--- src/rtl/mdl_scomdev_oob.sv ---
// Device-side SATA OOB sequencer: COMRESET -> COMINIT bursts -> host COMWAKE -> COMWAKE bursts -> ACTIVE.
// Optional macro SCOMDEV_WAKE_RETRY_EN: WAIT_WAKE resends COMINIT after WAKE_TIMEOUT cycles without COMWAKE.
module mdl_scomdev_oob #(
  parameter int          NUM_COMINIT   = 3,
  parameter int          NUM_COMWAKE   = 6,
  parameter int          NUM_SUBBURST  = 4,
  parameter logic [39:0] COM_SEQ       = 40'b0011001100_1100110011_0011001100_1100110011,
  parameter int          COMINIT_IDLES = 480,
  parameter int          COMWAKE_IDLES = 160,
  parameter int          SYNC_STAGES   = 3,
  parameter int          WAKE_TIMEOUT  = 65536
) (
  input  logic       i_txclk,
  input  logic       i_reset,
  input  logic       i_comreset,
  input  logic       i_comwake,
  input  logic       i_tx,
  output logic       o_reset,
  output logic       o_tx,
  output logic       o_idle,
  output logic [2:0] o_state
);

  localparam int GAP_MAX = (COMINIT_IDLES > COMWAKE_IDLES) ? COMINIT_IDLES : COMWAKE_IDLES;
  localparam int BUR_MAX = (NUM_COMINIT > NUM_COMWAKE) ? NUM_COMINIT : NUM_COMWAKE;
  localparam int GW      = $clog2(GAP_MAX + 1);
  localparam int BW      = $clog2(BUR_MAX + 1);
  localparam int SW      = $clog2(NUM_SUBBURST + 1);
  localparam logic [SW-1:0] SUB_LAST = SW'(NUM_SUBBURST - 1);

  typedef enum logic [2:0] {
    CLEAR_RESET = 3'd0,
    SEND_INIT   = 3'd1,
    WAIT_WAKE   = 3'd2,
    SEND_WAKE   = 3'd3,
    ACTIVE      = 3'd4
  } state_t;

  if (SYNC_STAGES < 2 || NUM_SUBBURST < 1 || COMINIT_IDLES < 1 ||
      COMWAKE_IDLES < 1 || WAKE_TIMEOUT < 1) begin : g_bad_params
    $error("mdl_scomdev_oob: parameter out of range");
  end

  logic [SYNC_STAGES-1:0] comreset_sync_q, comwake_sync_q;
  logic                   ck_comreset, ck_comwake;
  state_t                 state_q, state_d;
  logic [GW-1:0]          gap_q, gap_d, gap_last;
  logic [SW-1:0]          sub_q, sub_d;
  logic [5:0]             sym_q, sym_d;
  logic [BW-1:0]          burst_q, burst_d, burst_last;
  logic                   in_burst_q, in_burst_d;
  logic [39:0]            shift_q, shift_d;
  logic                   tx_q, tx_d, idle_q, idle_d, link_rst_q, link_rst_d;
  logic                   reload;
`ifdef SCOMDEV_WAKE_RETRY_EN
  localparam int TW = $clog2(WAKE_TIMEOUT + 1);
  logic [TW-1:0] wait_q, wait_d;
`endif

  always_ff @(posedge i_txclk or posedge i_reset) begin
    if (i_reset) begin
      comreset_sync_q <= '0;
      comwake_sync_q  <= '0;
    end else begin
      comreset_sync_q <= {comreset_sync_q[SYNC_STAGES-2:0], i_comreset};
      comwake_sync_q  <= {comwake_sync_q[SYNC_STAGES-2:0], i_comwake};
    end
  end

  assign ck_comreset = comreset_sync_q[SYNC_STAGES-1];
  assign ck_comwake  = comwake_sync_q[SYNC_STAGES-1];

  // Gap and burst limits follow whichever sequence (COMINIT or COMWAKE) is running.
  assign gap_last   = (state_q == SEND_INIT) ? GW'(COMINIT_IDLES - 1) : GW'(COMWAKE_IDLES - 1);
  assign burst_last = (state_q == SEND_INIT) ? BW'(NUM_COMINIT - 1) : BW'(NUM_COMWAKE - 1);

  always_comb begin
    state_d    = state_q;
    gap_d      = gap_q;
    sub_d      = sub_q;
    sym_d      = sym_q;
    burst_d    = burst_q;
    in_burst_d = in_burst_q;
    shift_d    = shift_q;
    reload     = 1'b0;
`ifdef SCOMDEV_WAKE_RETRY_EN
    wait_d     = '0;
`endif
    case (state_q)
      CLEAR_RESET: begin
        reload  = 1'b1;
        state_d = SEND_INIT;
      end
      SEND_INIT, SEND_WAKE: begin
        if (state_q == SEND_WAKE && ck_comwake) begin
          reload = 1'b1;
        end else if (!in_burst_q) begin
          if (gap_q == gap_last) begin
            in_burst_d = 1'b1;
            sub_d      = '0;
            sym_d      = '0;
            shift_d    = COM_SEQ;
          end else begin
            gap_d = gap_q + GW'(1);
          end
        end else if (sym_q != 6'd39) begin
          sym_d   = sym_q + 6'd1;
          shift_d = {shift_q[38:0], 1'b0};
        end else if (sub_q != SUB_LAST) begin
          sym_d   = '0;
          sub_d   = sub_q + SW'(1);
          shift_d = COM_SEQ;
        end else if (burst_q != burst_last) begin
          burst_d    = burst_q + BW'(1);
          in_burst_d = 1'b0;
          gap_d      = '0;
        end else begin
          reload  = 1'b1;
          state_d = (state_q == SEND_INIT) ? WAIT_WAKE : ACTIVE;
        end
      end
      WAIT_WAKE: begin
        reload = 1'b1;
        if (ck_comwake) begin
          state_d = SEND_WAKE;
`ifdef SCOMDEV_WAKE_RETRY_EN
        end else if (wait_q == TW'(WAKE_TIMEOUT - 1)) begin
          state_d = SEND_INIT;
        end else begin
          wait_d = wait_q + TW'(1);
`endif
        end
      end
      ACTIVE: state_d = ACTIVE;
      default: begin
        reload  = 1'b1;
        state_d = CLEAR_RESET;
      end
    endcase

    if (ck_comreset) begin
      state_d = CLEAR_RESET;
      reload  = 1'b1;
    end

    if (reload) begin
      gap_d      = '0;
      sub_d      = '0;
      sym_d      = '0;
      burst_d    = '0;
      in_burst_d = 1'b0;
      shift_d    = COM_SEQ;
    end

    // Outputs are derived from next-cycle values so they register in step with the state.
    idle_d     = 1'b1;
    tx_d       = 1'b0;
    link_rst_d = 1'b1;
    if (state_d == ACTIVE) begin
      idle_d     = 1'b0;
      tx_d       = i_tx;
      link_rst_d = 1'b0;
    end else if ((state_d == SEND_INIT || state_d == SEND_WAKE) && in_burst_d) begin
      idle_d = 1'b0;
      tx_d   = shift_d[39];
    end
  end

  always_ff @(posedge i_txclk or posedge i_reset) begin
    if (i_reset) begin
      state_q    <= CLEAR_RESET;
      gap_q      <= '0;
      sub_q      <= '0;
      sym_q      <= '0;
      burst_q    <= '0;
      in_burst_q <= 1'b0;
      shift_q    <= COM_SEQ;
      tx_q       <= 1'b0;
      idle_q     <= 1'b1;
      link_rst_q <= 1'b1;
`ifdef SCOMDEV_WAKE_RETRY_EN
      wait_q     <= '0;
`endif
    end else begin
      state_q    <= state_d;
      gap_q      <= gap_d;
      sub_q      <= sub_d;
      sym_q      <= sym_d;
      burst_q    <= burst_d;
      in_burst_q <= in_burst_d;
      shift_q    <= shift_d;
      tx_q       <= tx_d;
      idle_q     <= idle_d;
      link_rst_q <= link_rst_d;
`ifdef SCOMDEV_WAKE_RETRY_EN
      wait_q     <= wait_d;
`endif
    end
  end

  assign o_state = state_q;
  assign o_tx    = tx_q;
  assign o_idle  = idle_q;
  assign o_reset = link_rst_q;

endmodule

--- config.mk ---
export PLATFORM = sky130hd
export DESIGN_NAME = mdl_scomdev_oob
export DESIGN_NICKNAME = d
export VERILOG_FILES = /design/src/rtl/mdl_scomdev_oob.sv
export SDC_FILE = /design/constraint.sdc
export NUM_CORES = 1
export LEC_CHECK = 0
export ABC_AREA = 0
export CORE_AREA = 2 2 77 79
export DETAILED_ROUTE_END_ITERATION = 8
export DIE_AREA = 0 0 79 81
export PLACE_DENSITY = 0.79
export SKIP_LAST_GASP = 1
export SYNTH_ARGS = -nofsm -noshare
export SYNTH_HDL_FRONTEND = slang
export SYNTH_SLANG_ARGS = --single-unit
--- constraint.sdc ---
create_clock -name i_txclk -period 3.3 [get_ports i_txclk]
set_input_delay 0.495 -clock i_txclk [delete_from_list [all_inputs] [get_ports i_txclk]]
set_output_delay 0.495 -clock i_txclk [all_outputs]
set_load 0.05 [all_outputs]
==> results.sh <==
export IMPL_r2r_end="sym_q[5]$_DFFE_PP0P_"
export IMPL_boundaryPins=11
export IMPL_finClkSkew_ns=0.009215
export IMPL_synthesis_nets=288
export IMPL_h_tree_depth=3
export IMPL_clk_latency_ns=0.35
export IMPL_drv_slew=0
export IMPL_wl_um=6302
export IMPL_post_cts_buffers=0
export IMPL_max_slew_margin_rel=0.2261
export IMPL_p_leak_nw=1.471
export IMPL_antenna_cells=0
export IMPL_synth_top_family_by_area="compound AO/OA/AOI/OAI gates"
export IMPL_numCtsBuffers=9
export IMPL_critPathKind="flop to flop"
export IMPL_syn_to_final_growth_pct=11.52
export IMPL_whs_ns=0.3558
export IMPL_seq_area_frac_synth=0.5728
export IMPL_setup_viol=0
export IMPL_crit_path_end_kind="flop"
export IMPL_power_density_mw_per_mm2=493.8
export IMPL_clk_pin_slew_ns=0.08
export IMPL_fin_crit_ns=2.484
export IMPL_synth_mux_area_frac=0.01335
export IMPL_syn_area_per_cell_um2=11.80
export IMPL_setup_tns_ns=0
export IMPL_holdCritStartpoint="comwake_sync_q[1]$_DFF_PP0_"
export IMPL_drtAntennaViolNets=0
export IMPL_cts_resized=0
export IMPL_rrSetupSlack_ns=0.82
export IMPL_io_buffer_count=10
export IMPL_tightest_slew_ns=1.155
export IMPL_cpPeakStageDelay_ns=0.55
export IMPL_die_area_mm2=0.006399
export IMPL_register_area_mm2=0.001879
export IMPL_hold_viol=0
export IMPL_die_w_um=79
export IMPL_async_flop_share=1.000
export IMPL_max_freq_mhz=402.7
export IMPL_multi_input_area_mm2=0.001295
export IMPL_synth_enable_flop_cells=0
export IMPL_worstPathCellList="ha_1 -> nand2_1 -> or3_1 -> o31a_1 -> or4_1 -> a21oi_1"
export IMPL_cts_tree="done"
export IMPL_core_area_mm2=0.005675
export IMPL_drcViolationCount=0
export IMPL_crit_slowest_cell="or4_1"
export IMPL_vias_per_cell=6.144
export IMPL_nNetsFinal=298
export IMPL_cts_sinks=74
export IMPL_path_max_fanout=11
export IMPL_clock_path_buffers=2
export IMPL_period_share=0.7526
export IMPL_yosys_cell_types_count=50
export IMPL_startpoint_type="flop"
export IMPL_rsz0062_at_grt="false"
export IMPL_root_buffer="clkbuf_8"
export IMPL_final_cells=368
export IMPL_gr_total_overflow=0
export IMPL_gr_usage_met3=0.05000
export IMPL_hold_path_class="flop to flop"
export IMPL_min_path_cells=0
export IMPL_die_h_um=81
export IMPL_hold_buffers=0
export IMPL_yosys_area_share_adder=0.01907
export IMPL_place_congestion=0.9565
export IMPL_drtIter0Drc=134
export IMPL_reg2reg_depth=6
export IMPL_final_layout_size_suffix_gt1_frac=0.1604
export IMPL_grt_busiest_layer="met1"
export IMPL_timing_rr_start="gap_q[0]$_DFFE_PP0P_"
export IMPL_utilization=0.6446
export IMPL_synth_cell_area_mm2=0.003281
export IMPL_synthFlopType="dfrtp_1"
export IMPL_yosys_area_share_simple=0.1369
export IMPL_fillers=458
export IMPL_maxCapViolations=0
export IMPL_synth_compound_area_frac=0.1998
export IMPL_antenna_found_initial=0
export IMPL_wl_per_cell_um=17.13
export IMPL_grt_first_pass_wirelength_um=10460
export IMPL_worstHoldEndpoint="comwake_sync_q[2]$_DFF_PP0_"
export IMPL_crit_arrival_ns=2.75
export IMPL_dp_cells=352
export IMPL_peakVddDrop_mv=0.3769
export IMPL_synth_seq_cells=74
export IMPL_drtPass1Iterations=4
export IMPL_status="finished clean"
export IMPL_grt_max_degree=56
export IMPL_grt_use_total=0.2172
export IMPL_grt_use_met1=0.3227
export IMPL_synthXorXnorAreaFrac=0.02403
export IMPL_synthCells=278
export IMPL_required_ns=3.57
export IMPL_finalPower_mw=1.806
export IMPL_initial_core_util=0.5780
export IMPL_dp_final_hpwl_um=3945
export IMPL_grt_pass1_vias=2094
export IMPL_ys_warn_count=0
export IMPL_vias=2261
export IMPL_grt_use_met2=0.2983
export IMPL_rows=28
[critical path: cells and delay by family, from the launching register on]
family	cells	cell delay (ns)
DFF	1	0.43
adders and majority gates	1	0.26
and+or+nand+nor	3	1.12
AOI/OAI and AO/OA	2	0.60
[synth_stat cells (2+ instances only)]
library cell   n  area [um^2]
dfrtp_1       52         1301
dfstp_2       22        578.1
a22o_1        19        166.4
nor2_1        19        71.32
o22a_1        19        166.4
nand2_1       18        67.56
nand3_1       10        50.05
xor2_1         8        70.07
a21oi_1        7        35.03
inv_1          7        26.28
nand4_1        6        37.54
o211ai_1       6        45.04
a31oi_1        5        31.28
ha_1           5        62.56
or4_1          5        37.54
clkbuf_1       4        15.01
nor2b_1        4        25.02
nor3_1         4        20.02
o21ai_0        4        20.02
o31ai_1        4        30.03
or3_1          4        25.02
and3_1         3        18.77
buf_4          3        22.52
buf_6          3        33.78
mux2i_1        3        30.03
nor4_1         3        18.77
o21a_1         3        22.52
o21ai_1        3        15.01
and2_1         2        12.51
buf_2          2        10.01
o31a_1         2        17.52
[layout by cell type, fill, tap and decap left out, types with 4 or more instances in the layout]
cell	netlist	routed
a21oi_1	7	7
a22o_1	19	19
a31oi_1	5	5
clkbuf_8	0	11
clkdlybuf4s50_1	0	10
dfrtp_1	52	52
dfstp_2	22	22
ha_1	5	5
inv_1	7	6
nand2_1	18	18
nand3_1	10	10
nand4_1	6	6
nor2_1	19	19
nor2b_1	4	4
o211ai_1	6	6
o21ai_0	4	4
o22a_1	19	19
o31ai_1	4	4
or3_1	4	4
or4_1	5	5
xor2_1	8	8
[registers in the layout, summed over array words and instances, names as in the netlist]
signal,flops
shift_q,40
o_state,3
comreset_sync_q,3
sub_q,3
in_burst_q,1
o_idle,1
gap_q,9
burst_q,3
sym_q,6
o_tx,1
comwake_sync_q,3
o_reset,1
[through the flow]
step                      worst slack (ns)  area (um^2)
after detailed placement            0.8670         3422
after global routing                0.6040         3659
after global placement              0.9120         3422
after CTS                           0.8326         3659
final                               0.8165         3659
after floorplan                     0.9304         3281
[kinds of logic (layout without fill, tap and decap cells)]
group / after synthesis / after routing
AO/OA/AOI/OAI: 81 / 81
buffers and inverters: 20 / 35
adder cells (fa/ha/maj): 5 / 5
XOR/XNOR: 9 / 9
multiplexers: 4 / 4
flip-flops: 74 / 74
AND/OR/NAND/NOR: 85 / 85
[routing by layer]
metal	share of wire	wire [um]
met1	0.47	2963
met2	0.46	2910
met3	0.044	280
met4	0.023	148
met5	0	0
[layout make-up]
type,instances,area share
clock buffers,11,0.04138
clock inverters,5,0.02326
flip-flops and latches,74,0.5137
inverters,7,0.007182
repair buffers,12,0.03488
well taps,75,0.02565
multi-input cells,184,0.3540
[power by group]
group          total [mW]  switching (mW)  internal, mW
combinational      0.0740          0.0522        0.0218
sequential          0.918         0.00519         0.913
clock               0.814           0.343         0.471
[how the worst max path moves through the flow]
stage / from / endpoint / slack, ns / depth (start not counted)
6_report: gap_q[0]$_DFFE_PP0P_ / sym_q[5]$_DFFE_PP0P_ / 0.82 / 6
5_1_grt: o_state[2]$_DFF_PP0_ / shift_q[10]$_DFFE_PP0P_ / 0.60 / 4
3_5_place_dp: o_state[1]$_DFF_PP0_ / shift_q[4]$_DFFE_PP1P_ / 0.87 / 6
2_1_floorplan: o_state[2]$_DFF_PP0_ / sym_q[5]$_DFFE_PP0P_ / 0.93 / 7
4_1_cts: o_state[1]$_DFF_PP0_ / shift_q[14]$_DFFE_PP0P_ / 0.83 / 5
3_3_place_gp: o_state[1]$_DFF_PP0_ / shift_q[4]$_DFFE_PP1P_ / 0.91 / 6
Power figures use the tool's default switching activity.
